<file path="src/rtl/adc_pkg.sv">
`default_nettype none
// ============================================================================
//  Module  : adc_pkg
//  Brief   : Shared ADC word widths and the saturating magnitude helper.
//  Rev     : 1.0  initial release
// ============================================================================
package adc_pkg;

    localparam int ADC_W = 16;
    localparam int ABS_W = 15;
    localparam logic [ABS_W-1:0] ABS_MAX = 15'h7FFF;

    // Two's complement to magnitude; -32768 has no 15-bit magnitude so it pins to ABS_MAX.
    function automatic logic [ABS_W-1:0] abs_sat(input logic [ADC_W-1:0] x);
        logic [ADC_W-1:0] w_neg;
        w_neg = ~x + ADC_W'(1);
        if (!x[ADC_W-1])
            abs_sat = x[ABS_W-1:0];
        else if (x == {1'b1, {ABS_W{1'b0}}})
            abs_sat = ABS_MAX;
        else
            abs_sat = w_neg[ABS_W-1:0];
    endfunction

endpackage
`default_nettype wire

</file>
<file path="src/rtl/pulse_stretch.sv">
`default_nettype none
// ============================================================================
//  Module  : pulse_stretch
//  Brief   : Retriggerable hold counter; out_o high for HOLD_CYCLES after trig_i.
//  Rev     : 1.0  initial release
// ============================================================================
module pulse_stretch #(
    parameter int HOLD_CYCLES = 1000
) (
    input  logic clka,
    input  logic local_reset,
    input  logic trig_i,
    output logic out_o
);

    localparam int CW = $clog2(HOLD_CYCLES + 1);
    localparam logic [CW-1:0] c_hold_load = CW'(HOLD_CYCLES);

    logic [CW-1:0] r_cnt;

    always_ff @(posedge clka or posedge local_reset) begin
        if (local_reset)
            r_cnt <= '0;
        else if (trig_i)
            r_cnt <= c_hold_load;
        else if (r_cnt != '0)
            r_cnt <= r_cnt - CW'(1);
    end

    assign out_o = (r_cnt != '0);

endmodule
`default_nettype wire

</file>
<file path="src/rtl/adc_peak_monitor.sv">
`default_nettype none
// ============================================================================
//  Module  : adc_peak_monitor
//  Brief   : Windowed peak |x| and clip count of the ADC stream, plus stretched
//            and sticky overload indicators.
//  Rev     : 1.0  initial release
// ============================================================================
module adc_peak_monitor
    import adc_pkg::*;
#(
    parameter int WIN_LOG2    = 12,
    parameter int CNT_W       = 16,
    parameter int HOLD_CYCLES = 1000
) (
    input  logic             clka,
    input  logic             local_reset,
    input  logic [ADC_W-1:0] adc_i,
    input  logic             adc_en_i,
    input  logic             adc_ovr_i,
    input  logic [ABS_W-1:0] thresh_i,
    input  logic             clr_i,
    output logic [ABS_W-1:0] peak_o,
    output logic [CNT_W-1:0] clip_cnt_o,
    output logic             win_valid_o,
    output logic             ovl_o,
    output logic             ovl_sticky_o
);

    localparam logic [WIN_LOG2-1:0] c_win_last = '1;
    localparam logic [CNT_W-1:0]    c_cnt_max  = '1;

    logic [ABS_W-1:0]    w_abs;
    logic                w_evt;
    logic [ABS_W-1:0]    r_abs;
    logic                r_evt;
    logic                r_v1;

    logic [ABS_W-1:0]    w_pk_next;
    logic [CNT_W-1:0]    w_clip_next;
    logic [ABS_W-1:0]    r_pk_acc;
    logic [CNT_W-1:0]    r_clip_acc;
    logic [WIN_LOG2-1:0] r_win_cnt;
    logic [ABS_W-1:0]    r_peak;
    logic [CNT_W-1:0]    r_clip_cnt;
    logic                r_win_valid;
    logic                r_sticky;
    logic                w_ovl_evt;

    assign w_abs = abs_sat(adc_i);
    assign w_evt = (w_abs >= thresh_i) | adc_ovr_i;

    // Stage 1: magnitude and event flag; payload holds across enable gaps.
    always_ff @(posedge clka or posedge local_reset) begin
        if (local_reset) begin
            r_abs <= '0;
            r_evt <= 1'b0;
            r_v1  <= 1'b0;
        end else begin
            r_v1 <= adc_en_i;
            if (adc_en_i) begin
                r_abs <= w_abs;
                r_evt <= w_evt;
            end
        end
    end

    assign w_pk_next   = (r_abs > r_pk_acc) ? r_abs : r_pk_acc;
    assign w_clip_next = (r_evt && (r_clip_acc != c_cnt_max)) ? r_clip_acc + CNT_W'(1)
                                                              : r_clip_acc;

    // Stage 2: window accumulation; the closing sample folds straight into the outputs.
    always_ff @(posedge clka or posedge local_reset) begin
        if (local_reset) begin
            r_pk_acc    <= '0;
            r_clip_acc  <= '0;
            r_win_cnt   <= '0;
            r_peak      <= '0;
            r_clip_cnt  <= '0;
            r_win_valid <= 1'b0;
        end else begin
            r_win_valid <= 1'b0;
            if (r_v1) begin
                r_win_cnt <= r_win_cnt + WIN_LOG2'(1);
                if (r_win_cnt == c_win_last) begin
                    r_peak      <= w_pk_next;
                    r_clip_cnt  <= w_clip_next;
                    r_win_valid <= 1'b1;
                    r_pk_acc    <= '0;
                    r_clip_acc  <= '0;
                end else begin
                    r_pk_acc   <= w_pk_next;
                    r_clip_acc <= w_clip_next;
                end
            end
        end
    end

    assign w_ovl_evt = r_v1 & r_evt;

    // A fresh event outranks a simultaneous clear so no overload is ever lost.
    always_ff @(posedge clka or posedge local_reset) begin
        if (local_reset)
            r_sticky <= 1'b0;
        else if (w_ovl_evt)
            r_sticky <= 1'b1;
        else if (clr_i)
            r_sticky <= 1'b0;
    end

    pulse_stretch #(
        .HOLD_CYCLES (HOLD_CYCLES)
    ) u_ovl_stretch (
        .clka        (clka),
        .local_reset (local_reset),
        .trig_i      (w_ovl_evt),
        .out_o       (ovl_o)
    );

    assign peak_o       = r_peak;
    assign clip_cnt_o   = r_clip_cnt;
    assign win_valid_o  = r_win_valid;
    assign ovl_sticky_o = r_sticky;

endmodule
`default_nettype wire

</file>
<file path="config.mk">
export PLATFORM = sky130hd
export DESIGN_NAME = adc_peak_monitor
export DESIGN_NICKNAME = d
export VERILOG_FILES = /design/src/rtl/adc_pkg.sv /design/src/rtl/pulse_stretch.sv /design/src/rtl/adc_peak_monitor.sv
export SDC_FILE = /design/constraint.sdc
export NUM_CORES = 1
export LEC_CHECK = 0
export CAP_MARGIN = 5
export CORE_UTILIZATION = 58
export CTS_BUF_LIST = sky130_fd_sc_hd__clkbuf_8
export DETAILED_ROUTE_END_ITERATION = 8
export GPL_TIMING_DRIVEN = 0
export PLACE_DENSITY = 0.9
export SLEW_MARGIN = 10
export SYNTH_ARGS = -nofsm -noshare
export SYNTH_HDL_FRONTEND = slang
export SYNTH_HIERARCHICAL = 1
export SYNTH_SLANG_ARGS = --single-unit
</file>
<file path="constraint.sdc">
create_clock -name clka -period 4.3 [get_ports clka]
set_input_delay 0.86 -clock clka [delete_from_list [all_inputs] [get_ports clka]]
set_output_delay 0.86 -clock clka [all_outputs]
set_load 0.02 [all_outputs]
</file>
== After elaboration in Yosys (flattened, before gate mapping) ==
Cells that the tools add are included.

* Register bits: 103
* Latch bits: 0
* Memory bits (writable): 0
* Memory bits (read-only): 0
* Bits of input ports: 36
* Output and inout port bits: 34
* Word-level logic and storage cells: 40
* Memories: 0

* Add/sub/neg operators: 4
* Multiply operators: 0
* Div/mod/pow operators: 0
* Magnitude comparators: 2
* Equal/unequal tests: 3
* Shift-type cells: 0
* Multiplexer cells: 12
* Bitwise gates (word level): 3
* Reduce and logical (&&, ||, !) cells: 5

{| class="wikitable"
|+ Operators with widths
! operator !! number
|-
| 2-to-1 mux 15 bit || 4
|-
| 2-to-1 mux 16 bit || 2
|-
| 2-to-1 mux 10 bit || 2
|-
| adder 16 x 1 -> 16 bit, second input constant || 1
|-
| == test 16 bit, second input constant || 1
|-
| != test 16 bit, second input constant || 1
|-
| adder 15 x 1 -> 15 bit, second input constant || 1
|-
| >= comparator 15 bit || 1
|-
| greater-than comparator 15 bit || 1
|-
| NOT 15 bit || 1
|-
| adder 12 x 1 -> 12 bit, second input constant || 1
|-
| == test 12 bit, second input constant || 1
|-
| nonzero test 10 bit || 1
|-
| subtractor 10 x 1 -> 10 bit, second input constant || 1
|-
| 2-to-1 mux 1 bit || 4
|-
| nonzero test 2 bit || 2
|-
| AND reduction 2 bit || 1
|-
| AND 1 bit || 1
|-
| logical AND 1 bit || 1
|-
| OR 1 bit || 1
|}

== Logic depth before layout (Yosys ltp) ==
* Depth in word-level cells: 6
* Depth in mapped cells: 13
* Depth with buffers taken out: 13

== By module ==
The synthesis kept the hierarchy.

{| class="wikitable"
|+ By module, submodules not included
! module !! times used !! cells an instance !! area an instance (µm²) !! seq. area each (µm²)
|-
| adc_peak_monitor || 1 || 549 || 5,355.1 || 2,327.2
|-
| pulse_stretch || 1 || 56 || 549.3 || 250.2
|}

== Worst setup path after synthesis ==
No wires, ideal clock.

* Path kind: input-to-reg
* From: input adc_i[3]
* To: register r_evt
* Setup time: 0.151 ns
* Data arrival time: 2.945 ns
* Required time: 4.149 ns
* Path slack: 1.204 ns
* Cell stages on the path: 11
* Buffers on the path: 1
* Path through: nor4_4 and3_1 nand4b_1 clkbuf_1 nand2_1 ha_1 a21o_1 a211oi_1 a21oi_1 o41ai_1 a41oi_1

* Longest elaborated chain between the ends: 6
* Elaborated cells on any way between the ends: 7
* Those cells by class: add/sub: 1; order compare: 1; eq/ne: 1; mux: 2; bitwise: 2

{| class="wikitable"
|+ RTL lines
! element !! line !! RTL
|-
| from (decl) || adc_peak_monitor.sv:17 || <nowiki>input logic [ADC_W-1:0] adc_i,</nowiki>
|-
| NOT 15 bit || adc_pkg.sv:16 || <nowiki>w_neg = ~x + ADC_W'(1);</nowiki>
|-
| adder 15 x 1 -> 15 bit || adc_pkg.sv:16 ||
|-
| 2-to-1 mux 15 bit (*) || adc_pkg.sv:19 || <nowiki>else if (x == {1'b1, {ABS_W{1'b0}}})</nowiki>
|-
| 2-to-1 mux 15 bit (*) || adc_pkg.sv:17 || <nowiki>if (!x[ADC_W-1])</nowiki>
|-
| net w_abs[4] || adc_peak_monitor.sv:32 || <nowiki>logic [ABS_W-1:0] w_abs;</nowiki>
|-
| >= comparator 15 bit (*) || adc_peak_monitor.sv:50 || <nowiki>assign w_evt = (w_abs >= thresh_i) | adc_ovr_i;</nowiki>
|-
| OR 1 bit (*) || adc_peak_monitor.sv:50 ||
|-
| to (signal assigned) || adc_peak_monitor.sv:62 || <nowiki>r_evt <= w_evt;</nowiki>
|-
| to (decl) || adc_peak_monitor.sv:35 || <nowiki>logic r_evt;</nowiki>
|}

Mark *: on every way through the listed nets, which the timed path passes. The rest lies on a longest branch.
A chain may end at the register's enable or synchronous reset.

== Final worst setup path ==
* From: input adc_i[2]
* To: register r_evt

The elaborated chain is that of the path after synthesis.

==> metrics.csv <==
stage,metric,value,unit
run_status,outcome,completed,
routing,DRC viols,0,
floorplan,Die Y,102.9,um
clock_network,Num CTS Buffers,9,
timing,minimum clock period,3650,ps
floorplan,Initial Util,60.13,%
layout,share of cells above drive strength 1,8.986,%
clock_network,TritonCTS Sinks,103,
routing,drt via density,5.806,
place,dpl cell area,6782,um2
critical_path,Critical Path RT,4540,ps
layout,area added between synthesis and finish,17.84,%
layout,diodes inserted,0,
yosys,Synth Cell Area,5904,um2
worst_hold_path,hold_sp,clip_cnt_o[15],
timing,final worst slack,649.9,ps
timing,Hold Slack,487.6,ps
pwr,"Power, Total",2866,uW
routing,WL per Instance,15.67,um
layout,post-route cell area,6958,um2
clock_network,htree depth,3,
clock_network,Post-CTS Setup Bufs,0,
timing,slew margin rel.,61.37,%
yosys,ranking of synthesized cells by area,"dfrtp_1 44%, ha_1 7.2%, nand2_1 4.2%, xor2_1 3.6%, mux2i_1 3.4%",
critical_path,capturing point of the worst reg2reg path,peak_o[6],
yosys,"Avg Cell Area, Syn",9.759,um2
yosys,Synth top area share,43.65,%
timing,Tightest Pin Transition,574.1,ps
yosys,Synth top cells by count,"103 x dfrtp_1, 66 x nand2_1, 53 x nor2_1",
global_routing,initial antenna violation count,0,
yosys,Post-synth EDFFs,0,
place,post-DP HPWL,9794,um
floorplan,total die area,10590,um2
yosys,#FFs+latches synth,103,
timing,skew final,13.38,ps
floorplan,Rows,36,
yosys,most frequent cell after synthesis,dfrtp_1,
routing,vias,4778,
clock_network,hold_buf cts,0,
yosys,Synth cell types,60,
global_routing,largest net degree at the start of global routing,68,
clock_network,clock latency at the later pin of the worst-skew pair,370,ps
yosys,ys flop type,dfrtp_1,
global_routing,global-route wire length before repair,21580,um
routing,"antenna viol nets, final",0,
clock_network,CTS tree,yes,
place,Final Wtd Congestion,0.8428,
timing,Max Transition Viols Final,0,
critical_path,Setup crit start kind,primary input,
floorplan,Core ar.,9819,um2
routing,number of DRC markers in iteration 0,349,
yosys,warnings from Yosys,6,
floorplan,Die W,102.9,um
yosys,register area share after synthesis,43.65,%
global_routing,vias in the first global route,4552,
critical_path,Worst Setup Path Type,primary input to flip-flop,
clock_network,Resize count post-CTS,0,
pwr,peak supply drop,0.2566,mV
critical_path,worst flop-to-flop path startpoint,r_abs[14],
place,Setup Slack @ Placement,231.8,ps
worst_hold_path,Min-Delay Path Class,flip-flop to flip-flop,
floorplan,Ports,70,
worst_hold_path,WHS Endpoint,clip_cnt_o[15],
clock_network,Clock transition at path regs,100,ps
run,max-cap violations,0,
timing,RSZ-0062 raised after global routing,no,
critical_path,Reg2Reg Setup Slack,1830,ps
place,port bufs,68,
critical_path,crit path DAT,3890,ps
pwr,Power Density,411.9,nW/um2
routing,WL final,12900,um
pwr,Lkg Pwr,0.003182,uW
clock_network,clk root buf,clkbuf_8,
clock_network,CTS Buffer Depth,2,
yosys,asr flop ratio synth,100.0,%
yosys,"area leader, netlist",dfrtp_1,
routing,First-pass DRT Iterations,5,
timing,"Hold Vio Cnt, Final",0,
timing,crit share post-route,84.89,%
critical_path,Crit Path Max Fanout,10,
global_routing,Tot GR Track Use,26.41,%
layout,nets,755,
critical_path,crit end category,flip-flop,
timing,endpoints failing setup,0,
worst_hold_path,Hold Crit Depth,2,
critical_path,Reg2Reg Depth,8,
yosys,Syn Inst Count,605,
global_routing,grt ovf,0,
timing,Fmax achieved,274.0,MHz
yosys,"Net Count, Synth",675,
## layer usage
layer	up-vias	wire length, um	global-route usage, %
met2	164	6347	44.00
met3	25	732	5.763
li1	2294	-	-
met1	2295	5560	34.34
met5	-	0	0
met4	0	256	8.884
## layout by cell type, fill, tap and decap left out, types with 2 or more instances in the layout
master,instances
dfrtp_1,103
clkdlybuf4s50_1,68
nand2_1,66
nor2_1,53
inv_1,47
a21oi_1,37
ha_1,34
o21ai_0,33
xor2_1,24
mux2i_1,20
xnor2_1,16
a22o_1,16
clkbuf_1,14
nand4_1,13
o31ai_1,13
a31oi_1,13
buf_2,10
clkbuf_8,10
nand3_1,8
o21ai_1,8
and3_1,7
nand3b_1,5
buf_6,4
a41oi_1,4
mux2_2,4
nor2b_1,4
nor4_4,3
a211oi_1,3
nor4_1,3
clkinvlp_4,3
and4_4,2
or4_4,2
o2bb2ai_1,2
nor4_2,2
o21ai_2,2
o41ai_1,2
nand2b_1,2
o211ai_1,2
## logic make-up after synthesis
kind of cell / Yosys count / share of synthesized area (%)
AND/OR/NAND/NOR: 184 / 17.19
AO/OA/AOI/OAI: 145 / 16.36
flip-flops: 103 / 43.65
buffers and inverters: 75 / 5.510
XOR/XNOR: 40 / 5.933
adder cells (fa/ha/maj): 34 / 7.205
multiplexers: 24 / 4.153
## how the worst max path moves through the flow
| stage | from | end | cells past startpoint |
|---|---|---|---|
| after floorplan | local_reset | clip_cnt_o[0] | 1 |
| after global placement | local_reset | win_valid_o | 2 |
| after detailed placement | adc_i[2] | r_evt | 12 |
| after CTS | adc_i[2] | r_evt | 12 |
| after global routing | adc_i[2] | r_evt | 12 |
| final | adc_i[2] | r_evt | 12 |
## metrics by stage
| stage | util (%) | setup TNS, ps | std cells |
|---|---|---|---|
| after global placement | 68.76 | -17710 | 806 |
| after CTS | 70.86 | 0 | 823 |
| final | 70.86 | 0 | 823 |
| after global routing | 70.86 | 0 | 823 |
| after floorplan | - | 0 | 605 |
| after detailed placement | 69.06 | 0 | 807 |
## cell type report
type / count / area, um2
plain buffers: 29 / 152.6
clock buffers: 10 / 137.6
clock inverters: 6 / 38.79
fillers: 713 / 2861
inverters: 46 / 175.2
multi-input cells: 427 / 3002
flip-flops and latches: 103 / 2577
well taps: 133 / 166.4
repair buffers: 69 / 708.2
## where the power goes
part,switching (uW),internal (uW)
Sequential,198,1140
Combinational,521,461
Clock,326,223
## worst max-delay path, cell delays in order
cell	delay (ps)
clkdlybuf4s50_1	520
nor4_4	380
and3_1	230
nand4b_1	260
clkbuf_1	310
nand2_1	120
ha_1	240
a21o_1	160
a211oi_1	220
a21oi_1	110
o41ai_1	300
a41oi_1	170
## sequential cells by signal (all words and copies together) (netlist names)
signal and count:
clip_cnt_o 16, ovl_sticky_o 1, peak_o 15, r_abs 15, r_clip_acc 16, r_evt 1, r_pk_acc 15, r_v1 1
r_win_cnt 12, u_ovl_stretch/r_cnt 10, win_valid_o 1
(Power assumes the default switching activity.)
